--- config.mk ---
export PLATFORM = sky130hd
export DESIGN_NAME = dmem_access_ctrl_flat
export DESIGN_NICKNAME = d
export VERILOG_FILES = /design/src/rtl/dmem_access_ctrl_if.sv /design/src/rtl/dmem_access_ctrl.sv /design/src/flat_wrapper.sv
export SDC_FILE = /design/constraint.sdc
export NUM_CORES = 1
export LEC_CHECK = 0
export ABC_AREA = 1
export ABC_CLOCK_PERIOD_IN_PS = 8600
export CELL_PAD_IN_SITES_DETAIL_PLACEMENT = 0
export CELL_PAD_IN_SITES_GLOBAL_PLACEMENT = 1
export CORE_MARGIN = 1
export CORE_UTILIZATION = 34
export DETAILED_ROUTE_END_ITERATION = 6
export PLACE_DENSITY = 0.85
export SLEW_MARGIN = 30
export SYNTH_ARGS = -nofsm -noshare
export SYNTH_HDL_FRONTEND = slang
export SYNTH_SLANG_ARGS = --single-unit
--- constraint.sdc ---
create_clock -name clk -period 8.6 [get_ports clk]
set_input_delay 1.29 -clock clk [delete_from_list [all_inputs] [get_ports clk]]
set_output_delay 1.29 -clock clk [all_outputs]
set_load 0.03 [all_outputs]
--- src/rtl/dmem_access_ctrl_if.sv ---
// dmem_access_ctrl_if: SRAM-like data bus between the MEM-stage controller and the cache/AXI bridge.
interface dmem_access_ctrl_if #(
  parameter int AW = 32,
  parameter int DW = 32
);
  logic            data_req;
  logic            data_wr;
  logic [1:0]      data_size;
  logic [AW-1:0]   data_addr;
  logic [DW/8-1:0] data_wstrb;
  logic [DW-1:0]   data_wdata;
  logic            data_addr_ok;
  logic            data_data_ok;
  logic [DW-1:0]   data_rdata;
  modport master (
    output data_req, data_wr, data_size, data_addr, data_wstrb, data_wdata,
    input  data_addr_ok, data_data_ok, data_rdata
  );
  modport slave (
    input  data_req, data_wr, data_size, data_addr, data_wstrb, data_wdata,
    output data_addr_ok, data_data_ok, data_rdata
  );
endinterface

--- src/rtl/dmem_access_ctrl.sv ---
// dmem_access_ctrl: sequences MEM-stage loads/stores onto the data bus, generates stallM,
// holds read data across external stalls and drains transactions killed by a flush.
module dmem_access_ctrl #(
  parameter int AW = 32,
  parameter int DW = 32
) (
  input  logic                  clk,
  input  logic                  rst,
  input  logic                  mem_req,
  input  logic                  mem_wen,
  input  logic [1:0]            mem_size,
  input  logic [DW/8-1:0]       mem_sel,
  input  logic [AW-1:0]         mem_addr,
  input  logic [DW-1:0]         mem_wdata,
  input  logic                  stall_other,
  input  logic                  flush,
  output logic                  stallM,
  output logic [DW-1:0]         rdataM,
  dmem_access_ctrl_if.master    bus
);
  typedef enum logic [2:0] {IDLE, WAIT_ADDR, WAIT_DATA, DONE, CANCEL_ADDR, CANCEL_DATA} state_t;
  state_t          state_q, state_d;
  logic            req_wr_q;
  logic [1:0]      req_size_q;
  logic [DW/8-1:0] req_sel_q;
  logic [AW-1:0]   req_addr_q;
  logic [DW-1:0]   req_wdata_q;
  logic [DW-1:0]   rdata_reg_q, rdata_reg_d;
  logic            req, idle, aok, dok;
  assign idle = state_q == IDLE;
  assign aok  = bus.data_addr_ok;
  assign dok  = bus.data_data_ok;
  always_comb begin
    state_d     = state_q;
    req         = 1'b0;
    stallM      = 1'b0;
    rdataM      = rdata_reg_q;
    rdata_reg_d = rdata_reg_q;
    case (state_q)
      IDLE: begin
        req    = mem_req && !flush;
        stallM = req;
        state_d = req ? (aok ? WAIT_DATA : WAIT_ADDR) : IDLE;
      end
      WAIT_ADDR: begin
        req     = 1'b1;
        stallM  = 1'b1;
        state_d = flush ? (aok ? CANCEL_DATA : CANCEL_ADDR) : (aok ? WAIT_DATA : WAIT_ADDR);
      end
      WAIT_DATA: begin
        stallM      = !dok;
        rdataM      = dok ? bus.data_rdata : rdata_reg_q;
        rdata_reg_d = (dok && !flush) ? bus.data_rdata : rdata_reg_q;
        state_d     = flush ? (dok ? IDLE : CANCEL_DATA) : dok ? (stall_other ? DONE : IDLE) : WAIT_DATA;
      end
      DONE:        state_d = (!stall_other || flush) ? IDLE : DONE;
      // Killed transactions still own the bus until their response drains.
      CANCEL_ADDR: begin
        req     = 1'b1;
        stallM  = mem_req;
        state_d = aok ? CANCEL_DATA : CANCEL_ADDR;
      end
      CANCEL_DATA: begin
        stallM  = mem_req;
        state_d = dok ? IDLE : CANCEL_DATA;
      end
      default:     state_d = IDLE;
    endcase
  end
  assign bus.data_req   = req;
  assign bus.data_wr    = req && (idle ? mem_wen : req_wr_q);
  assign bus.data_size  = req ? (idle ? mem_size : req_size_q) : 2'd0;
  assign bus.data_addr  = req ? (idle ? mem_addr : req_addr_q) : '0;
  assign bus.data_wdata = req ? (idle ? mem_wdata : req_wdata_q) : '0;
  assign bus.data_wstrb = bus.data_wr ? (idle ? mem_sel : req_sel_q) : '0;
  always_ff @(posedge clk or posedge rst) begin
    if (rst) begin
      state_q     <= IDLE;
      req_wr_q    <= 1'b0;
      req_size_q  <= '0;
      req_sel_q   <= '0;
      req_addr_q  <= '0;
      req_wdata_q <= '0;
      rdata_reg_q <= '0;
    end else begin
      state_q     <= state_d;
      rdata_reg_q <= rdata_reg_d;
      if (idle && req) begin
        req_wr_q    <= mem_wen;
        req_size_q  <= mem_size;
        req_sel_q   <= mem_sel;
        req_addr_q  <= mem_addr;
        req_wdata_q <= mem_wdata;
      end
    end
  end
endmodule
--- src/flat_wrapper.sv ---
// flat-port wrapper written by rule: the top's interface ports become plain ports
module dmem_access_ctrl_flat 
#(
  parameter int AW = 32,
  parameter int DW = 32
)
  (clk, rst, mem_req, mem_wen, mem_size, mem_sel, mem_addr, mem_wdata, stall_other, flush, stallM, rdataM, bus_data_req, bus_data_wr, bus_data_size, bus_data_addr, bus_data_wstrb, bus_data_wdata, bus_data_addr_ok, bus_data_data_ok, bus_data_rdata);
  dmem_access_ctrl_if #(.AW(AW), .DW(DW)) bus_i ();
  input  logic clk;
  input  logic rst;
  input  logic mem_req;
  input  logic mem_wen;
  input  logic [1:0] mem_size;
  input  logic [DW/8-1:0] mem_sel;
  input  logic [AW-1:0] mem_addr;
  input  logic [DW-1:0] mem_wdata;
  input  logic stall_other;
  input  logic flush;
  output logic stallM;
  output logic [DW-1:0] rdataM;
  output wire logic [$bits(bus_i.data_req)-1:0] bus_data_req;
  output wire logic [$bits(bus_i.data_wr)-1:0] bus_data_wr;
  output wire logic [$bits(bus_i.data_size)-1:0] bus_data_size;
  output wire logic [$bits(bus_i.data_addr)-1:0] bus_data_addr;
  output wire logic [$bits(bus_i.data_wstrb)-1:0] bus_data_wstrb;
  output wire logic [$bits(bus_i.data_wdata)-1:0] bus_data_wdata;
  input wire logic [$bits(bus_i.data_addr_ok)-1:0] bus_data_addr_ok;
  input wire logic [$bits(bus_i.data_data_ok)-1:0] bus_data_data_ok;
  input wire logic [$bits(bus_i.data_rdata)-1:0] bus_data_rdata;
  assign bus_data_req = bus_i.data_req;
  assign bus_data_wr = bus_i.data_wr;
  assign bus_data_size = bus_i.data_size;
  assign bus_data_addr = bus_i.data_addr;
  assign bus_data_wstrb = bus_i.data_wstrb;
  assign bus_data_wdata = bus_i.data_wdata;
  assign bus_i.data_addr_ok = bus_data_addr_ok;
  assign bus_i.data_data_ok = bus_data_data_ok;
  assign bus_i.data_rdata = bus_data_rdata;
  dmem_access_ctrl #(.AW(AW), .DW(DW)) u_core (.clk(clk), .rst(rst), .mem_req(mem_req), .mem_wen(mem_wen), .mem_size(mem_size), .mem_sel(mem_sel), .mem_addr(mem_addr), .mem_wdata(mem_wdata), .stall_other(stall_other), .flush(flush), .stallM(stallM), .rdataM(rdataM), .bus(bus_i));
endmodule
Word level (Yosys, flattened, before mapping). Cells that the tools add are included. W data, S select, Z words.

Eq/ne operators: 5. Muxes and demuxes: 23. Reductions and logical operators: 12.

Operators with widths (number): $mux W32 (6); $pmux W3 S6 (1); $mux W3 (5); $mux W2 (5); $mux W4 (2); $eq A3 B2 Y1 const B (2); $eq A3 B3 Y1 const B (2); $logic_and A1 B1 Y1 (4); $pmux W1 S4 (1); $reduce_or A2 Y1 (2); $eq A3 B1 Y1 const B (1); $logic_not A1 Y1 (3); $logic_not A3 Y1 (1); $mux W1 (2); $pmux W1 S2 (1); $reduce_and A2 Y1 (1); $logic_or A1 B1 Y1 (1).

Register bits after elaboration: 106. Word-level logic and storage cells: 47.

Longest topological paths before layout. Gate-level depths: netlist of run 1.

Word-level depth: 5. Depth in mapped cells: 10. Depth with buffers taken out: 7.

Least setup slack after synthesis of run 1. No wires, ideal clock.

Path type: input-to-output. From: input port mem_req. To: output port bus_data_wstrb[0]. Data arrival time: 2280 ps. Setup slack: 5030 ps. Cell stages on the path: 7. Path buffers: 1. Cells stage by stage: inv_1 nor2_4 nand3_4 nand2_4 buf_6 nand2_2 nor2_1.

Cells in the longest elaborated chain, start to end: 4.

RTL lines: start: declaration (line flat_wrapper.sv:11) `input logic mem_req;`; $logic_and A1 B1 Y1 (line dmem_access_ctrl.sv:41) `req = mem_req && !flush;`; $pmux W1 S2 (line dmem_access_ctrl.sv:39) `case (state_q)`; $logic_and A1 B1 Y1 (line dmem_access_ctrl.sv:71) `assign bus.data_wr = req && (idle ? mem_wen : req_wr_q);`; $mux W4 (line dmem_access_ctrl.sv:75) `assign bus.data_wstrb = bus.data_wr ? (idle ? mem_sel : req_sel_q) : '0;`; end: declaration (line flat_wrapper.sv:25) `output wire logic [$bits(bus_i.data_wstrb)-1:0] bus_data_wstrb;`.

Every way passes these cells.

Worst setup path after layout of run 1.
From: input port flush. To: output port bus_data_wstrb[2].

Cells in the longest elaborated chain, start to end: 5.

RTL lines: start: declaration (line flat_wrapper.sv:18) `input logic flush;`; $logic_not A1 Y1 (line dmem_access_ctrl.sv:41); $logic_and A1 B1 Y1 (line dmem_access_ctrl.sv:41); $pmux W1 S2 (line dmem_access_ctrl.sv:39); $logic_and A1 B1 Y1 (line dmem_access_ctrl.sv:71); $mux W4 (line dmem_access_ctrl.sv:75).

Every way passes these cells.

==> results.json, run 1 <==
{
  "r2r_start": "u_core.state_q[2]",
  "p_leak_nw": 4.57,
  "io_pins": 215,
  "setup_tns_ns": 0,
  "drv_cap": 0,
  "multi_input_area_um2": 2620,
  "via_per_inst": 4.45,
  "critPathKind": "in2out",
  "die_h_um": 137,
  "nets": 1198,
  "dp_slack_ns": 2.75,
  "grt_pass1_vias": 5118,
  "synth_nets": 1027,
  "cp.required_ns": 7.31,
  "drtPass1Iterations": 6,
  "synthCells": 916,
  "insertion_delay_ns": 0.35,
  "clockBufferDepth": 2,
  "crit_path_start": "flush",
  "cts_root_buffer": "clkbuf_16",
  "syn_avg_cell_area_um2": 6.80,
  "start_kind": "input port",
  "drc": 0,
  "htreeDepth": 3,
  "tightest_slew_ns": 0.774,
  "regArea_um2": 2650,
  "worstPathMaxFanout": 68,
  "post_drt_wl_per_cell_um": 12.2,
  "synth_cell_types": 22,
  "grt-ovfl-total": 0,
  "yosys_warnings": 0,
  "hold_viol": 0,
  "core-area_um2": 18000,
  "finalSetupViolCount": 0,
  "drt_iter0_drc": 359,
  "min_from": "u_core.rdata_reg_q[4]",
  "maxSlewViolCount": 0,
  "synth_seq_cells": 106,
  "status": "completed",
  "period_share_pct": 66.4,
  "cts_resized": 0,
  "port_buffers": 214,
  "postCtsHoldBufs": 0,
  "die_area_um2": 18900,
  "ant_nets": 0,
  "dp_cells": 1304,
  "hold_path_class": "reg2reg",
  "antenna_found_initial": 0,
  "start_util_pct": 34.7,
  "fin_hold_ws_ns": 0.469,
  "fp-row-count": 49,
  "postCtsSetupBuffers": 0,
  "fmax_mhz": 175,
  "dpl.hpwl_um": 10700,
  "clock-sinks": 106,
  "grt_usage_pct": 17.1,
  "clkSlewWorstSetupHoldPaths_ns": 0.07,
  "wl_um": 16100,
  "setup_slack_ns": 2.89,
  "ys_seq_area_share_pct": 42.6,
  "syn2layout_area_growth_pct": 38.0,
  "rsz0062_at_grt": "false",
  "post-route-util_pct": 47.9,
  "fin_crit_ns": 5.71,
  "relSlewSlack_pct": 48.4,
  "gp_congestion": 0.745,
  "drive_above_1_share_pct": 3.11,
  "endpoint_kind": "output pin",
  "power_density_nw_per_um2": 386,
  "tritoncts": "done",
  "netlist_area_um2": 6230,
  "grt_max_degree": 82,
  "die_w_um": 137,
  "num_vias": 5872,
  "cp.arrival_ns": 4.42,
  "antenna_cells": 0,
  "nFillCells": 1846,
  "grt_pass1_wl_um": 25600,
  "clock_skew_ns": 0.00970,
  "cts-buffers-inserted": 9,
  "stdcell_count": 1321,
  "ir_worst_vdd_uv": 246
}
## stage by stage
step | cell area (um^2) | power [W]
floorplan | 6230 | 0.00226
global placement | 8300 | 0.00293
detailed placement | 8300 | 0.00295
CTS | 8580 | 0.00336
global route | 8600 | 0.00361
finish | 8600 | 0.00332
## layer usage
layer / wire (um) / global-route usage (%)
met4: 116 / 3.66
met1: 7810 / 24.9
met3: 1150 / 4.45
met5: 0 / 0
met2: 7010 / 25.3
## registers in the layout (all words and copies together) (netlist names)
register	count
u_core.rdata_reg_q	32
u_core.req_addr_q	32
u_core.req_sel_q	4
u_core.req_size_q	2
u_core.req_wdata_q	32
u_core.req_wr_q	1
u_core.state_q	3
## cell usage after synthesis
library cell / number / area (um^2)
buf_2: 16 / 80.1
buf_4: 8 / 60.1
buf_6: 17 / 191
clkbuf_1: 18 / 67.6
clkinv_1: 1 / 3.75
dfrtp_1: 106 / 2650
ha_1: 1 / 12.5
inv_1: 148 / 556
inv_2: 2 / 7.51
nand2_1: 362 / 1360
nand2_2: 1 / 6.26
nand2_4: 2 / 22.5
nand3_1: 39 / 195
nand3_4: 2 / 35.0
nand4_1: 4 / 25.0
nor2_1: 12 / 45.0
nor2_2: 1 / 6.26
nor2_4: 1 / 11.3
nor2_8: 1 / 20.0
o21a_1: 2 / 15.0
o21ai_0: 151 / 756
o21ai_1: 21 / 105
## worst max-delay path, stage by stage
cell and delay, ns:
clkdlybuf4s50_1 0.53, nor2_4 0.20, nand3_4 0.47, nand2_4 0.80, nand2_2 0.26, nor2_1 0.16
clkdlybuf4s50_1 0.69
## kinds of logic after synthesis
kind of cell,share of synthesized area [%]
compound gates,14.1
fa+ha+maj,0.201
buf+inv,15.5
flops,42.6
simple gates,27.7
## final timing paths
kind                                               end  slack [ns]  cells past startpoint
worst min register to register   u_core.rdata_reg_q[4]        0.47                      2
min in group asynchronous        u_core.rdata_reg_q[2]        1.33                      2
max in group asynchronous       u_core.req_wdata_q[27]        6.20                      4
worst max-delay path                 bus_data_wstrb[2]        2.89                      7
worst max register to register   u_core.rdata_reg_q[2]        5.70                      7
worst min-delay path             u_core.rdata_reg_q[4]        0.47                      2
## cell type report
cell class / instances / share of cell area (%)
clock buffers: 11 / 2.82
clock inverters: 5 / 0.436
inverters: 151 / 6.63
multi-input cells: 600 / 30.5
flip-flops and latches: 106 / 30.8
well taps: 229 / 3.33
repair buffers: 219 / 25.5
## cells in the final DEF (no fill, tap or decap)
master,instances
nand2_2,2
nor2_1,12
inv_4,1
nand2_4,2
inv_6,1
clkbuf_1,1
clkbuf_16,9
o21a_1,2
buf_12,1
nand3_4,2
clkinv_4,1
inv_1,146
inv_2,3
nand4_1,4
nor2_8,1
clkbuf_8,1
ha_1,1
nand2_1,361
clkinvlp_4,2
nand3_1,39
buf_4,4
clkinv_2,2
o21ai_1,21
dfrtp_1,106
nor2_4,2
o21ai_0,151
clkdlybuf4s50_1,214
## power breakdown
| group | total (W) | switching (W) | internal (W) | leakage [nW] |
|---|---|---|---|---|
| registers | 0.000838 | 0.000119 | 0.000719 | 1.33 |
| logic | 0.00208 | 0.00130 | 0.000778 | 3.10 |
| clock network | 0.000401 | 0.000195 | 0.000206 | 0.132 |
Power figures use the tool's default switching activity.
==> run 2: changes to the inputs <==
Settings changed: ABC_CLOCK_PERIOD_IN_PS 8600 to 5220, CORE_UTILIZATION 34 to 29, PLACE_DENSITY 0.85 to 0.77.
Clock period 8.6 ns to 5.22 ns, I/O delays scaled along.
==> results.json, run 2 (synthesis gave the netlist of run 1 again) <==
{
  "die_h_um": 149,
  "hold_path_class": "reg2reg",
  "cts-buffers-inserted": 9,
  "pwr-share-clk_pct": 13.0,
  "final_cell_mix": "nand2_1 (361), clkdlybuf4s50_1 (207), o21ai_0 (151), inv_1 (147), dfrtp_1 (106)",
  "placed_area_um2": 8390,
  "clockBufferDepth": 2,
  "drtPass1Iterations": 7,
  "wl_um": 16600,
  "power_frac_comb_pct": 62.1,
  "via_per_inst": 4.38,
  "grt_usage_pct": 15.4,
  "postCtsHoldBufs": 0,
  "syn2layout_area_growth_pct": 39.7,
  "port_buffers": 214,
  "p_sw_w": 0.00268,
  "reg_top3": "u_core.rdata_reg_q: 32 flops, u_core.req_addr_q: 32 flops, u_core.req_wdata_q: 32 flops",
  "antenna_cells": 0,
  "tritoncts": "done",
  "period_share_pct": 76.2,
  "stdcell_area_um2": 8700,
  "drt_iter0_drc": 359,
  "num_vias": 6001,
  "ir_worst_vdd_uv": 269,
  "cp.arrival_ns": 3.20,
  "ant_nets": 0,
  "io_pins": 215,
  "setup_tns_ns": 0,
  "drive_above_1_share_pct": 3.75,
  "dpl.hpwl_um": 11300,
  "dp_cells": 1353,
  "rsz0062_at_grt": "false",
  "hold_viol": 0,
  "post-route-util_pct": 41.4,
  "gp_congestion": 0.776,
  "grt-ovfl-total": 0,
  "maxSlewViolCount": 0,
  "start_kind": "input port",
  "grt_pass1_wl_um": 27300,
  "post_drt_wl_per_cell_um": 12.2,
  "relSlewSlack_pct": 48.4,
  "p_leak_nw": 4.61,
  "antenna_found_initial": 0,
  "power.total_w": 0.00555,
  "status": "completed",
  "r2r_start": "u_core.state_q[2]",
  "fin_crit_ns": 3.98,
  "endpoint_kind": "output pin",
  "p_int_w": 0.00287,
  "switching_share_pct": 48.3,
  "insertion_delay_ns": 0.35,
  "finalSetupViolCount": 0,
  "grt_max_degree": 129,
  "postCtsSetupBuffers": 0,
  "grt_pass1_vias": 5317,
  "fmax_mhz": 251,
  "fp-row-count": 53,
  "critPathKind": "in2out",
  "rr_endpoint": "u_core.rdata_reg_q[27]",
  "cts_root_buffer": "clkbuf_16",
  "layout_commonest_cell": "nand2_1",
  "clock_skew_ns": 0.00972,
  "stdcell_count": 1369,
  "die_w_um": 149,
  "drv_cap": 0,
  "holdPathStages": 2,
  "htreeDepth": 3,
  "clkSlewWorstSetupHoldPaths_ns": 0.07,
  "sequentialPowerShare_pct": 24.9,
  "die_area_um2": 22100,
  "nets": 1200,
  "cp.required_ns": 4.44,
  "power_density_nw_per_um2": 637,
  "cts_resized": 0,
  "core-area_um2": 21000,
  "reg2reg_slack_ns": 2.76,
  "worstPathMaxFanout": 68,
  "clock-sinks": 106,
  "drc": 0,
  "start_util_pct": 29.6,
  "rr_worst_depth": 7,
  "tightest_slew_ns": 0.774,
  "min_from": "u_core.rdata_reg_q[21]",
  "hold-path-endpoint": "u_core.rdata_reg_q[21]"
}
[run 2: power by group through the flow]
stage / clock [W] / sequential [W] / combinational [W]
floorplan: 0 / 0.00133 / 0.00240
global placement: 0 / 0.00138 / 0.00349
detailed placement: 0 / 0.00139 / 0.00349
CTS: 0.000751 / 0.00138 / 0.00350
global route: 0.000780 / 0.00143 / 0.00382
finish: 0.000721 / 0.00138 / 0.00344
[run 2: worst max-delay path by stage]
stage | startpoint | endpoint | slack (ns)
4_1_cts | flush | bus_data_wdata[0] | 1.19
3_5_place_dp | flush | bus_data_wdata[0] | 1.18
6_report | flush | bus_data_wdata[1] | 1.24
2_1_floorplan | rst | u_core.rdata_reg_q[0] | 1.65
3_3_place_gp | flush | bus_data_addr[3] | 1.20
5_1_grt | flush | bus_data_wdata[11] | 0.99
[run 2: final cells by class]
class	count	area (um^2)
multi-input combinational	600	2630
inverter	151	569
fill	2219	12300
sequential	106	2650
timing repair buffer	221	2190
tap	275	344
clock inverter	4	57.6
clock buffer	12	256
[run 2: per-layer routing]
| metal | global-route usage, % | vias up | wire length, um | share of wire [%] |
|---|---|---|---|---|
| met5 | 0 | - | 0 | 0 |
| met3 | 3.99 | 10 | 1350 | 8.1 |
| met4 | 4.33 | 0 | 172 | 1.0 |
| met2 | 23.2 | 195 | 7350 | 44 |
| li1 | - | 3129 | - | - |
| met1 | 21.7 | 2667 | 7760 | 47 |
[run 2: worst max-delay path, cell delays in order]
cell,delay [ns]
clkdlybuf4s50_1,0.51
nor2_4,0.19
nand3_4,0.19
nand2_4,0.63
nand2_1,0.13
inv_1,0.08
clkdlybuf4s50_1,0.66
[run 2: per-stage QoR]
| step | worst slack, ns | hold slack (ns) |
|---|---|---|
| after floorplan | 1.65 | 0.436 |
| after global placement | 1.20 | 0.447 |
| after detailed placement | 1.18 | 0.452 |
| after CTS | 1.19 | 0.472 |
| after global routing | 0.989 | 0.480 |
| final | 1.24 | 0.467 |
==> run 3: changes to the inputs <==
Settings changed: ABC_CLOCK_PERIOD_IN_PS 5220 to 3700, CORE_UTILIZATION 29 to 32, PLACE_DENSITY 0.77 to 0.81.
Clock period 5.22 ns to 3.7 ns, I/O delays scaled along.
==> results.json, run 3 (synthesis gave the netlist of run 1 again) <==
{
  "status": "completed",
  "start_kind": "input port",
  "p_leak_nw": 4.77,
  "ir_worst_vdd_uv": 334,
  "htreeDepth": 3,
  "setup_tns_ns": 0,
  "layout_commonest_cell": "nand2_1",
  "relSlewSlack_pct": 43.6,
  "regArea_um2": 2650,
  "rsz0062_at_grt": "false",
  "drt_iter0_drc": 395,
  "hold_path_class": "reg2reg",
  "port_buffers": 214,
  "die_area_um2": 20000,
  "clock_skew_ns": 0.00491,
  "grt_usage_pct": 17.2,
  "power_density_nw_per_um2": 898,
  "post_drt_wl_per_cell_um": 12.3,
  "syn2layout_area_growth_pct": 38.1,
  "hold_viol": 0,
  "critPathKind": "in2out",
  "die_h_um": 142,
  "cp.arrival_ns": 2.62,
  "die_w_um": 142,
  "cts-buffers-inserted": 9,
  "dpl.hpwl_um": 11600,
  "cts_root_buffer": "clkbuf_16",
  "antenna_found_initial": 0,
  "nets": 1208,
  "postCtsHoldBufs": 0,
  "antenna_cells": 0,
  "maxSlewViolCount": 0,
  "fmax_mhz": 315,
  "io_pins": 215,
  "cp.required_ns": 3.14,
  "grt_pass1_vias": 5590,
  "tightest_slew_ns": 0.845,
  "drive_above_1_share_pct": 10.3,
  "tritoncts": "done",
  "start_util_pct": 33.0,
  "gp_congestion": 0.782,
  "grt_max_degree": 102,
  "postCtsSetupBuffers": 0,
  "cts_resized": 0,
  "stdcell_area_um2": 8600,
  "num_vias": 5996,
  "grt-ovfl-total": 0,
  "insertion_delay_ns": 0.35,
  "finalSetupViolCount": 0,
  "drc": 0,
  "clock-sinks": 106,
  "multi_input_area_um2": 2620,
  "period_share_pct": 85.9,
  "endpoint_kind": "output pin",
  "grt_pass1_wl_um": 28000,
  "fin_hold_ws_ns": 0.469,
  "clkSlewWorstSetupHoldPaths_ns": 0.07,
  "final_cell_mix": "nand2_1 (362), o21ai_0 (151), inv_1 (147), clkdlybuf4s50_1 (141), dfrtp_1 (106)",
  "drtPass1Iterations": 5,
  "placed_area_um2": 8290,
  "reg_top3": "u_core.rdata_reg_q: 32 flops, u_core.req_addr_q: 32 flops, u_core.req_wdata_q: 32 flops",
  "drv_cap": 0,
  "fin_crit_ns": 3.18,
  "nFillCells": 1985,
  "clockBufferDepth": 2,
  "core-area_um2": 18900,
  "worstPathMaxFanout": 34,
  "fp-row-count": 50,
  "via_per_inst": 4.40,
  "ant_nets": 0,
  "wl_um": 16700
}
[run 3: critical path: stages]
cell	delay (ns)
clkdlybuf4s50_1	0.53
inv_1	0.20
nor2_4	0.29
buf_12	0.22
nand2_1	0.07
nand2_1	0.07
clkdlybuf4s50_1	0.67
[run 3: per-layer routing]
layer / wire length, um / part of all wire, % / GRT usage (%)
met1: 8300 / 50 / 24.1
met2: 7090 / 42 / 26.8
met3: 1110 / 6.7 / 3.71
met4: 193 / 1.2 / 4.64
met5: 0 / 0 / 0
[run 3: power breakdown]
group	leakage (nW)	switching (W)	total [W]	internal, W
Combinational	3.28	0.00306	0.00476	0.00169
Sequential	1.33	0.000283	0.00195	0.00167
Clock	0.152	0.000434	0.00102	0.000583
Total	4.77	0.00378	0.00773	0.00395
[run 3: final timing paths]
path                                        from                      to  slack (ns)  depth (start not counted)
setup / recovery                bus_data_data_ok              rdataM[30]        0.52                          7
hold / removal             u_core.rdata_reg_q[2]   u_core.rdata_reg_q[2]        0.47                          2
setup reg to reg               u_core.state_q[1]   u_core.req_addr_q[18]        1.42                          5
hold reg to reg            u_core.rdata_reg_q[2]   u_core.rdata_reg_q[2]        0.47                          2
max in group asynchronous                    rst    u_core.req_addr_q[6]        2.23                          3
min in group asynchronous                    rst  u_core.req_wdata_q[24]        0.73                          2
[run 3: per-stage QoR]
stage	worst slack (ns)	instances	power, W	util, %
6_report	0.522	1362	0.00773	45.5
5_1_grt	0.335	1362	0.00841	45.5
4_1_cts	0.505	1362	0.00785	45.5
3_5_place_dp	0.522	1346	0.00680	43.9
3_3_place_gp	0.582	1346	0.00676	43.9
2_1_floorplan	0.356	916	0.00526	-
[run 3: cell type report]
type                    instances  area share, %
clock buffers                  13           3.14
clock inverters                 3          0.538
inverters                     151           6.62
multi-input cells             600           30.4
flip-flops and latches        106           30.8
well taps                     260           3.78
repair buffers                229           24.7
